**src/rtl/fadd_norm_round.sv**
```systemverilog
// FP32 adder post-add stage: normalize, round-to-nearest-even, pack.
// Define FADD_NORM_LZC_EN for a single-cycle leading-zero normalize shift.
module fadd_norm_round #(
  parameter bit DENORM_FLUSH = 1'b0
) (
  input  logic        clk,
  input  logic        rst,
  input  logic        in_valid,
  output logic        in_ready,
  input  logic        in_sign,
  input  logic [7:0]  in_exp,
  input  logic [27:0] cal_frac,
  output logic        out_valid,
  input  logic        out_ready,
  output logic [31:0] out_result,
  output logic        out_zero,
  output logic        out_overflow
);

  typedef enum logic [1:0] {IDLE, SHIFT, ROUND, DONE} state_t;

  state_t      r_state;
  state_t      w_next;
  logic        r_sign;
  logic [9:0]  r_exp;
  logic [26:0] r_frac;
  logic [31:0] r_result;
  logic        r_zero;
  logic        r_ovf;
  logic        r_valid;

  logic        w_acc;
  logic        w_xfer;
  logic [26:0] w_sh_frac;
  logic [9:0]  w_sh_exp;
  logic        w_sh_stop;

  logic [23:0] w_mant;
  logic        w_inc;
  logic [24:0] w_rsum;
  logic [9:0]  w_rexp;
  logic        w_norm;
  logic [7:0]  w_field;
  logic [22:0] w_frac23;
  logic        w_ovf;
  logic [31:0] w_pack;
  logic        w_pzero;

  assign w_acc  = in_valid & (r_state == IDLE);
  assign w_xfer = r_valid & out_ready;

`ifdef FADD_NORM_LZC_EN
  logic [4:0] w_lzc;
  logic [9:0] w_amt;

  // Leading-zero count over the hidden bit and fraction/GRS bits
  always_comb begin
    w_lzc = 5'd27;
    for (int i = 0; i <= 26; i++)
      if (r_frac[i]) w_lzc = 5'(26 - i);
  end

  assign w_amt = ({5'd0, w_lzc} < (r_exp - 10'd1)) ?
                 {5'd0, w_lzc} : (r_exp - 10'd1);
  assign w_sh_frac = r_frac << w_amt;
  assign w_sh_exp  = r_exp - w_amt;
  assign w_sh_stop = 1'b1;
`else
  logic w_at_min;

  // One-bit normalize step; never shift once exponent bottoms at 1
  always_comb begin
    w_at_min  = (r_exp == 10'd1);
    w_sh_frac = w_at_min ? r_frac : {r_frac[25:0], 1'b0};
    w_sh_exp  = w_at_min ? r_exp : (r_exp - 10'd1);
    w_sh_stop = w_sh_frac[26] | (w_sh_exp == 10'd1);
  end
`endif

  // Round-to-nearest-even and IEEE packing
  always_comb begin
    w_mant   = r_frac[26:3];
    w_inc    = r_frac[2] & ((|r_frac[1:0]) | w_mant[0]);
    w_rsum   = {1'b0, w_mant} + {24'd0, w_inc};
    w_rexp   = r_exp + {9'd0, w_rsum[24]};
    w_norm   = w_rsum[24] | w_rsum[23];
    w_field  = w_norm ? w_rexp[7:0] : 8'd0;
    w_frac23 = w_rsum[24] ? 23'd0 : w_rsum[22:0];
    w_ovf    = w_norm & (w_rexp >= 10'd255);
    w_pack   = {r_sign, w_field, w_frac23};
    if (w_ovf)
      w_pack = {r_sign, 8'hFF, 23'd0};
    else if (DENORM_FLUSH && (w_field == 8'd0))
      w_pack = {r_sign, 31'd0};
    w_pzero = (w_pack[30:0] == 31'd0);
  end

  // State register
  always_ff @(posedge clk or posedge rst) begin
    if (rst) r_state <= IDLE;
    else     r_state <= w_next;
  end

  // Next-state decode
  always_comb begin
    w_next = r_state;
    unique case (r_state)
      IDLE: begin
        if (in_valid) begin
          unique case (1'b1)
            (cal_frac == 28'd0):          w_next = DONE;
            (cal_frac[27] | cal_frac[26]): w_next = ROUND;
            default:                      w_next = SHIFT;
          endcase
        end
      end
      SHIFT: if (w_sh_stop) w_next = ROUND;
      ROUND: w_next = DONE;
      DONE:  if (w_xfer) w_next = IDLE;
    endcase
  end

  // Datapath and output registers
  always_ff @(posedge clk or posedge rst) begin
    if (rst) begin
      r_sign   <= 1'b0;
      r_exp    <= 10'd0;
      r_frac   <= 27'd0;
      r_result <= 32'd0;
      r_zero   <= 1'b0;
      r_ovf    <= 1'b0;
      r_valid  <= 1'b0;
    end else begin
      r_valid <= (r_state == DONE) & ~w_xfer;
      unique case (r_state)
        IDLE: begin
          if (w_acc) begin
            r_sign <= in_sign;
            r_zero <= 1'b0;
            r_ovf  <= 1'b0;
            unique case (1'b1)
              (cal_frac == 28'd0): begin
                r_sign   <= 1'b0;
                r_exp    <= {2'b00, in_exp};
                r_frac   <= 27'd0;
                r_result <= 32'd0;
                r_zero   <= 1'b1;
              end
              cal_frac[27]: begin
                r_exp  <= {2'b00, in_exp} + 10'd1;
                r_frac <= {cal_frac[27:2], cal_frac[1] | cal_frac[0]};
              end
              default: begin
                r_exp  <= {2'b00, in_exp};
                r_frac <= cal_frac[26:0];
              end
            endcase
          end
        end
        SHIFT: begin
          r_frac <= w_sh_frac;
          r_exp  <= w_sh_exp;
        end
        ROUND: begin
          r_result <= w_pack;
          r_zero   <= w_pzero;
          r_ovf    <= w_ovf;
        end
        DONE: ;
      endcase
    end
  end

  assign in_ready     = (r_state == IDLE);
  assign out_valid    = r_valid;
  assign out_result   = r_result;
  assign out_zero     = r_zero;
  assign out_overflow = r_ovf;

endmodule

```
**config.mk**
```make
export PLATFORM = sky130hd
export DESIGN_NAME = fadd_norm_round
export DESIGN_NICKNAME = d
export VERILOG_FILES = /design/src/rtl/fadd_norm_round.sv
export SDC_FILE = /design/constraint.sdc
export NUM_CORES = 1
export LEC_CHECK = 0
export CAP_MARGIN = 30
export CORE_ASPECT_RATIO = 0.6
export CORE_MARGIN = 5
export CORE_UTILIZATION = 45
export DETAILED_ROUTE_END_ITERATION = 8
export PLACE_DENSITY = 0.78
export SYNTH_ARGS = -nofsm -noshare
export SYNTH_HDL_FRONTEND = slang
export SYNTH_SLANG_ARGS = --single-unit
```
**constraint.sdc**
```tcl
create_clock -name clk -period 5 [get_ports clk]
set_clock_uncertainty 0.2 [all_clocks]
set_input_delay 1 -clock clk [delete_from_list [all_inputs] [get_ports clk]]
set_output_delay 1 -clock clk [all_outputs]
set_load 0.005 [all_outputs]
```
==> results.md, run 1 <==
- Number of buffers inserted during clock tree synthesis: 9
- Synth async-reset ratio: 100%
- Slowest cell on crit path: or4_1
- Port Buf Inserts: 76
- Worst vdd rail ir drop: around 0.00029 V
- Crit-path leading delay family: simple AND/OR/NAND/NOR gates
- Post-synthesis simple-gate area fraction: approximately a fifth
- Detail Placement HPWL: 11500 um
- Final Net Count: roughly 680
- Total Routed Length: roughly 15000 um
- Combinational family with the most area after synthesis: compound AO/OA/AOI/OAI gates
- Ratio of cells with drive above 1 in the final layout: a little under a tenth
- Total GRT Usage: between 20% and 30%
- Wire length of the first global-routing pass: approximately 25000 um
- Fin area: slightly above 6000 um2
- Fmax achieved: about 220 MHz
- Number of placed instances, taps included: 753
- Number of flops mapped to enable cells by yosys: 0
- Initial core utilization: between 40% and 50%
- WP data arrival: 4.65 ns
- Count of endpoints failing hold in the final timing report: 0
- Post-synthesis average cell area: 8.76 um2
- Gate count of the mapped netlist: around 570
- Clock-pin slew reported for the worst setup and hold paths after clock tree synthesis: approximately 0.060 ns
- Clock latency on the worst-skew pair: approximately 0.34 ns
- Remaining antenna violation count after routing: 0
- Worst-path maximum fanout: 10
- Total number of yosys warnings: 0
- Mux cell area share after synthesis: between 7 and 8%
- Cell Rows: 29
- Required time at the endpoint of the critical path: 5.06 ns
- Fillers: ~940
- Die area: approximately 13000 um2
- Global route total overflow: 0
- Status: finished, final reports clean
- Synth Net Count: ~630
- Antenna cells: 0
- Worst stage delay on the critical path: approximately 0.61 ns
- Detailed-router iteration count before antenna repair: 5
- Die boundary width: ~150 um
- Mapped cell area: slightly above 5000 um2
- Setup crit start kind: flip-flop
- Adder-cell share of the synthesized area: roughly 2.5%
- Library cell used as clock root buffer: clkbuf_16
- Final core area utilization: 57.6%
- Endpoint kind of the worst setup timing path: flip-flop
- First element of the critical path: r_frac[2]
- Crit path buf inv count: 1
- Finished Layout Cells: roughly 770
- Hold buffer count at cts: 0
- Depth of the CTS H-tree: 3
- Synth Register Bits: 75
- Pin count of the biggest net entering global routing: 47
- TritonCTS clock tree: yes
- Top cell by count, worst path: ha_1
- Post-cts repair resize count: 0
- Io pins: 77
- Final setup violation count: 0
- Final worst-path cycle share: between 90% and 100%
- Per-cell via count in the routed design: roughly 6.4
- Total clock sinks: 75
- Maximum clock path buffer count: 2
- Dominant synthesized flop cell: dfrtp_1
- Fraction of the mapped netlist area in compound gates: 23.2%
- Measured slew at the worst slew-check pin: ~1 ns
- Part of the Yosys area used for sequential elements: 37.3%
- Total power density per cell area: about 640 nW/um2
- Worst slack at placement: around 0.55 ns
- Number of global-route vias before repair: roughly 4500
- Iteration-0 DRC Markers: 694
- Wire per inst: about 20 um
- Synthesized-area fraction occupied by xor and xnor cells: under 10%
- Final worst path period need: ~4.6 ns
- Total setup buffers inserted after CTS: 0
- Fin. max-slew vios: 0
- Slew HR: between 30% and 40%
- Start of the worst register-to-register path: r_frac[2]
- Min-delay src: out_result[15]
- Setup repair after global routing missed its margin: false
- List of cells traversed by the critical path: and2_1 > ha_1 > nand2_1 > nor3_1 > buf_4 > and4_1 > ha_1 > ha_1 > nand4_1 > or4_1 > o311ai_1 > o41a_1 > o21bai_2 > or2_1 > o21ai_1
- Static Leak: 2.43 nW
- Core region area: around 11000 um2
- Worst Slack Setup Final: around 0.41 ns
- Antenna violations before repair: 0
- Via count: 4929
- Placer's final routability congestion estimate: 0.924
- Overall die height: 91.9 um
- Distinct cell type count after synthesis: 66
- Setup Total Neg Slack: 0 ns
- Worst hold path type: flip-flop to flip-flop
- Drc violations: 0
- Synth-to-layout area growth: 23.1%
- Type of the worst setup path: flip-flop to flip-flop
- Cell area reported after detailed placement: around 6000 um2
- Max-cap check violation count: 0
tightest hold or removal path, stage by stage, from the launching register on:
cell and delay (ns):
dfrtp_1 0.34, nand2_1 0.05, o21ai_1 0.06
Yosys cell counts (3+ instances only):
cell type / n / share of area [%]
mux2i_1: 9 / 1.8
o22ai_1: 49 / 6.1
nor2_1: 27 / 2.0
a211oi_1: 4 / 0.60
inv_1: 17 / 1.3
nor2b_1: 3 / 0.37
nand4_1: 14 / 1.7
nand2_1: 56 / 4.2
ha_1: 10 / 2.5
a41oi_1: 4 / 0.70
and4_1: 3 / 0.52
nand3_1: 21 / 2.1
xnor2_1: 25 / 4.4
nor3_1: 11 / 1.1
nor4_1: 14 / 1.7
o21ai_1: 10 / 1.0
xor2_1: 10 / 1.7
a32o_1: 3 / 0.60
buf_2: 3 / 0.30
a22oi_1: 3 / 0.45
a22o_1: 19 / 3.3
or4_1: 4 / 0.60
dfrtp_1: 75 / 37
mux2_2: 23 / 5.2
and3_1: 5 / 0.62
o21ai_0: 25 / 2.5
o221ai_1: 3 / 0.52
a21oi_1: 34 / 3.4
nand2b_1: 8 / 1.0
clkbuf_1: 35 / 2.6
buf_1: 3 / 0.22
sequential cells by signal (all words and copies together) (netlist names):
name and cells:
r_exp 10, out_overflow 1, out_valid 1, out_result 32
r_frac 27, r_state 2, r_sign 1, out_zero 1
routing by layer:
metal  track usage, %  share of wire, %  vias to the layer above
met5                0                 0                        -
met4             4.30               1.2                        0
met3             5.17                10                       19
met2             30.6                39                      287
li1                 -                 -                     2269
met1             36.3                50                     2354
path summary, 6_finish.rpt:
path	endpoint	slack [ns]	cells past startpoint
min in group asynchronous	out_result[18]	0.97	2
min	out_result[15]	0.29	2
max in group asynchronous	r_state[0]	2.62	3
max	out_result[9]	0.41	15
min reg2reg	out_result[15]	0.29	2
max reg2reg	out_result[9]	0.41	15
layout by cell type (no fill, tap or decap), drive strengths merged, types with 7 or more instances in the layout:
cell           Yosys  final
a22o              19     19
nand2             57     57
mux2              24     24
nor2              28     28
clkbuf            35     11
nand3             21     21
a21oi             34     34
o21ai             35     35
buf                8      7
nor4              15     15
mux2i              9      9
nand4             14     14
xor2              10     10
o22ai             49     49
ha                10     10
clkdlybuf4s50      0     76
nor3              11     11
nand2b             8      8
xnor2             25     25
dfrtp             75     75
inv               17     17
power by group:
group / switching, mW / internal, mW
logic: 1.05 / 0.865
clock network: 0.249 / 0.499
registers: 0.395 / 0.880
cell type report:
class / instances / area (um2) / area share (%)
Multi-Input combinational cell: 438 / 2910 / 47.1
Sequential cell: 75 / 1880 / 30.3
Timing Repair Buffer: 83 / 813 / 13.1
Clock buffer: 11 / 243 / 3.92
Tap cell: 139 / 174 / 2.81
Clock inverter: 5 / 100 / 1.62
Inverter: 18 / 67.6 / 1.09
per-stage QoR:
step	total power, mW	hold WS (ns)
2_1_floorplan	2.41	0.250
3_3_place_gp	3.05	0.268
3_5_place_dp	3.13	0.274
4_1_cts	3.90	0.292
5_1_grt	4.18	0.320
6_report	3.93	0.287
kinds of logic (layout without fill, tap and decap cells):
group                      after synthesis  count (layout)
adders and majority gates               10              10
DFF                                     75              75
and+or+nand+nor                        183             183
xor gates and xnor gates                35              35
buffers and inverters                   61             117
muxes                                   33              33
AOI/OAI and AO/OA                      177             177
No activity file was read; power rests on OpenSTA's default activity.
==> inputs of run 2 (changes only) <==
Settings changed: CORE_MARGIN 5 to 2.
==> run 2 against run 1 <==
  * Maximum frequency grew 1.6%
  * Hold slack lost 0.0017 ns
  * Via count shrank 0.61%
  * Worst setup slack gained 0.073 ns
  * Final cell count grew 0.13%
  * Clock power shrank 8.3%
  * Critical path depth is the same
  * Final area is essentially flat
  * Sequential share of layout area is essentially flat
  * Power shrank 2.1%
  * Sequential cell count is the same
  * Global-route usage grew 2.3 points
  * Critical path type unchanged
  * Largest cell class unchanged
  * Largest power group unchanged
==> results.md, run 2 (synthesis gave the netlist of run 1 again) <==
- Die boundary width: 140 um
- Required time at the endpoint of the critical path: between 5 and 6 ns
- Synth-to-layout area growth: 23.0%
- Remaining antenna violation count after routing: 0
- Area of combinational cells with multiple inputs: 2910 um2
- Worst hold path type: flip-flop to flip-flop
- Cell Rows: 29
- Most frequent cells in the layout: 76 x clkdlybuf4s50_1, 75 x dfrtp_1, 56 x nand2_1, 49 x o22ai_1, 34 x a21oi_1
- Core region area: 10700 um2
- Start of the worst register-to-register path: r_frac[2]
- Antenna cells: 0
- TritonCTS clock tree: yes
- Initial core utilization: 47.0%
- Finished Layout Cells: 770
- Final setup violation count: 0
- Measured slew at the worst slew-check pin: a little under 1 ns
- Io pins: 77
- Via count: ~4900
- Setup Total Neg Slack: 0 ns
- Port Buf Inserts: 76
- Detail Placement HPWL: 10800 um
- Maximum clock path buffer count: 2
- Hold buffer count at cts: 0
- Type of the worst setup path: flip-flop to flip-flop
- Setup repair after global routing missed its margin: false
- Clock latency on the worst-skew pair: 0.34 ns
- Depth of the CTS H-tree: 3
- Total setup buffers inserted after CTS: 0
- Library cell used as clock root buffer: clkbuf_16
- Max-cap check violation count: 0
- Total Routed Length: around 15000 um
- Worst vdd rail ir drop: 0.000301 V
- Most common cell after layout, fill and taps aside: clkdlybuf4s50_1
- Min-delay src: out_result[17]
- Setup crit start kind: flip-flop
- Ratio of cells with drive above 1 in the final layout: between 9 and 10%
- Final Net Count: approximately 680
- Clock-pin slew reported for the worst setup and hold paths after clock tree synthesis: 0.06 ns
- Number of global-route vias before repair: around 4300
- Total clock sinks: 75
- Wire per inst: around 19 um
- Wire length of the first global-routing pass: around 24000 um
- Per-cell via count in the routed design: roughly 6.4
- First element of the critical path: r_frac[2]
- Number of buffers inserted during clock tree synthesis: 9
- Static Leak: 2.42 nW
- WP data arrival: between 4 and 5 ns
- Register area: roughly 1900 um2
- Slew HR: between 30% and 40%
- Placer's final routability congestion estimate: 0.939
- Antenna violations before repair: 0
- Count of endpoints failing hold in the final timing report: 0
- Fin area: ~6200 um2
- Fmax achieved: ~220 MHz
- Iteration-0 DRC Markers: between 700 and 800
- Drc violations: 0
- Worst Slack Setup Final: ~0.48 ns
- Post-cts repair resize count: 0
- Worst slack at placement: 0.545 ns
- Cell area reported after detailed placement: 5840 um2
- Final worst-path cycle share: between 90% and 100%
- Endpoint kind of the worst setup timing path: flip-flop
- Fillers: 900
- Pin count of the biggest net entering global routing: 76
- Total power density per cell area: between 600 and 700 nW/um2
- Fin. max-slew vios: 0
- Global route total overflow: 0
- Worst-path maximum fanout: 10
- Number of placed instances, taps included: between 700 and 800
- Flip-flop count of the largest register, all copies and words added: 32
- Detailed-router iteration count before antenna repair: 5
- Status: finished, final reports clean
- Die area: between 10000 and 15000 um2
- Final worst path period need: about 4.5 ns
- Total GRT Usage: roughly a quarter
- Overall die height: roughly 86 um
==> run 2: changes by cell type in the layout (fill, tap and decap cells not counted), sizes merged <==
cell and delta:
buf +1, bufinv -1, clkinvlp +1
==> run 2: through the flow <==
stage	total power, mW	hold slack, ns	util, %
after global placement	3.04	0.270	54.6
after CTS	3.82	0.290	57.5
after global routing	4.11	0.314	57.7
final	3.85	0.285	57.7
after detailed placement	3.12	0.278	54.6
after floorplan	2.41	0.250	-
==> run 2: worst paths after layout <==
path	endpoint	slack, ns	cells past startpoint
max reg2reg	out_result[7]	0.48	15
max	out_result[7]	0.48	15
max in group asynchronous	r_frac[23]	3.27	4
min in group asynchronous	out_result[23]	0.76	3
min reg2reg	out_result[17]	0.29	2
min	out_result[17]	0.29	2
==> run 2: critical path, stage by stage, from the launching register on <==
cell and delay [ns]:
dfrtp_1 0.48, and2_1 0.17, ha_1 0.22, nand2_1 0.16, nor3_1 0.17, buf_4 0.17
and4_1 0.32, ha_1 0.26, ha_1 0.28, nand4_1 0.16, or4_1 0.54, o311ai_1 0.30
o41a_1 0.35, o21bai_2 0.16, or2_1 0.34, o21ai_1 0.17
==> run 2: power breakdown <==
| part | internal, mW | total, mW | switching, mW | leakage, nW |
|---|---|---|---|---|
| Combinational | 0.866 | 1.89 | 1.03 | 1.39 |
| Sequential | 0.880 | 1.28 | 0.396 | 0.877 |
| Clock | 0.435 | 0.686 | 0.250 | 0.150 |
==> run 2: cell type report <==
class,count,share of cell area [%]
Tap cell,139,2.81
Timing Repair Buffer,84,13.6
Multi-Input combinational cell,438,47.1
Inverter,18,1.09
Clock inverter,5,1.26
Clock buffer,11,3.77
Sequential cell,75,30.4
==> run 2: per-layer routing <==
layer	global-route usage, %	vias up	wire (um)
li1	-	2266	-
met1	40.8	2346	7350
met4	4.59	0	107
met3	6.53	11	1540
met2	32.1	276	5610
met5	0	-	0
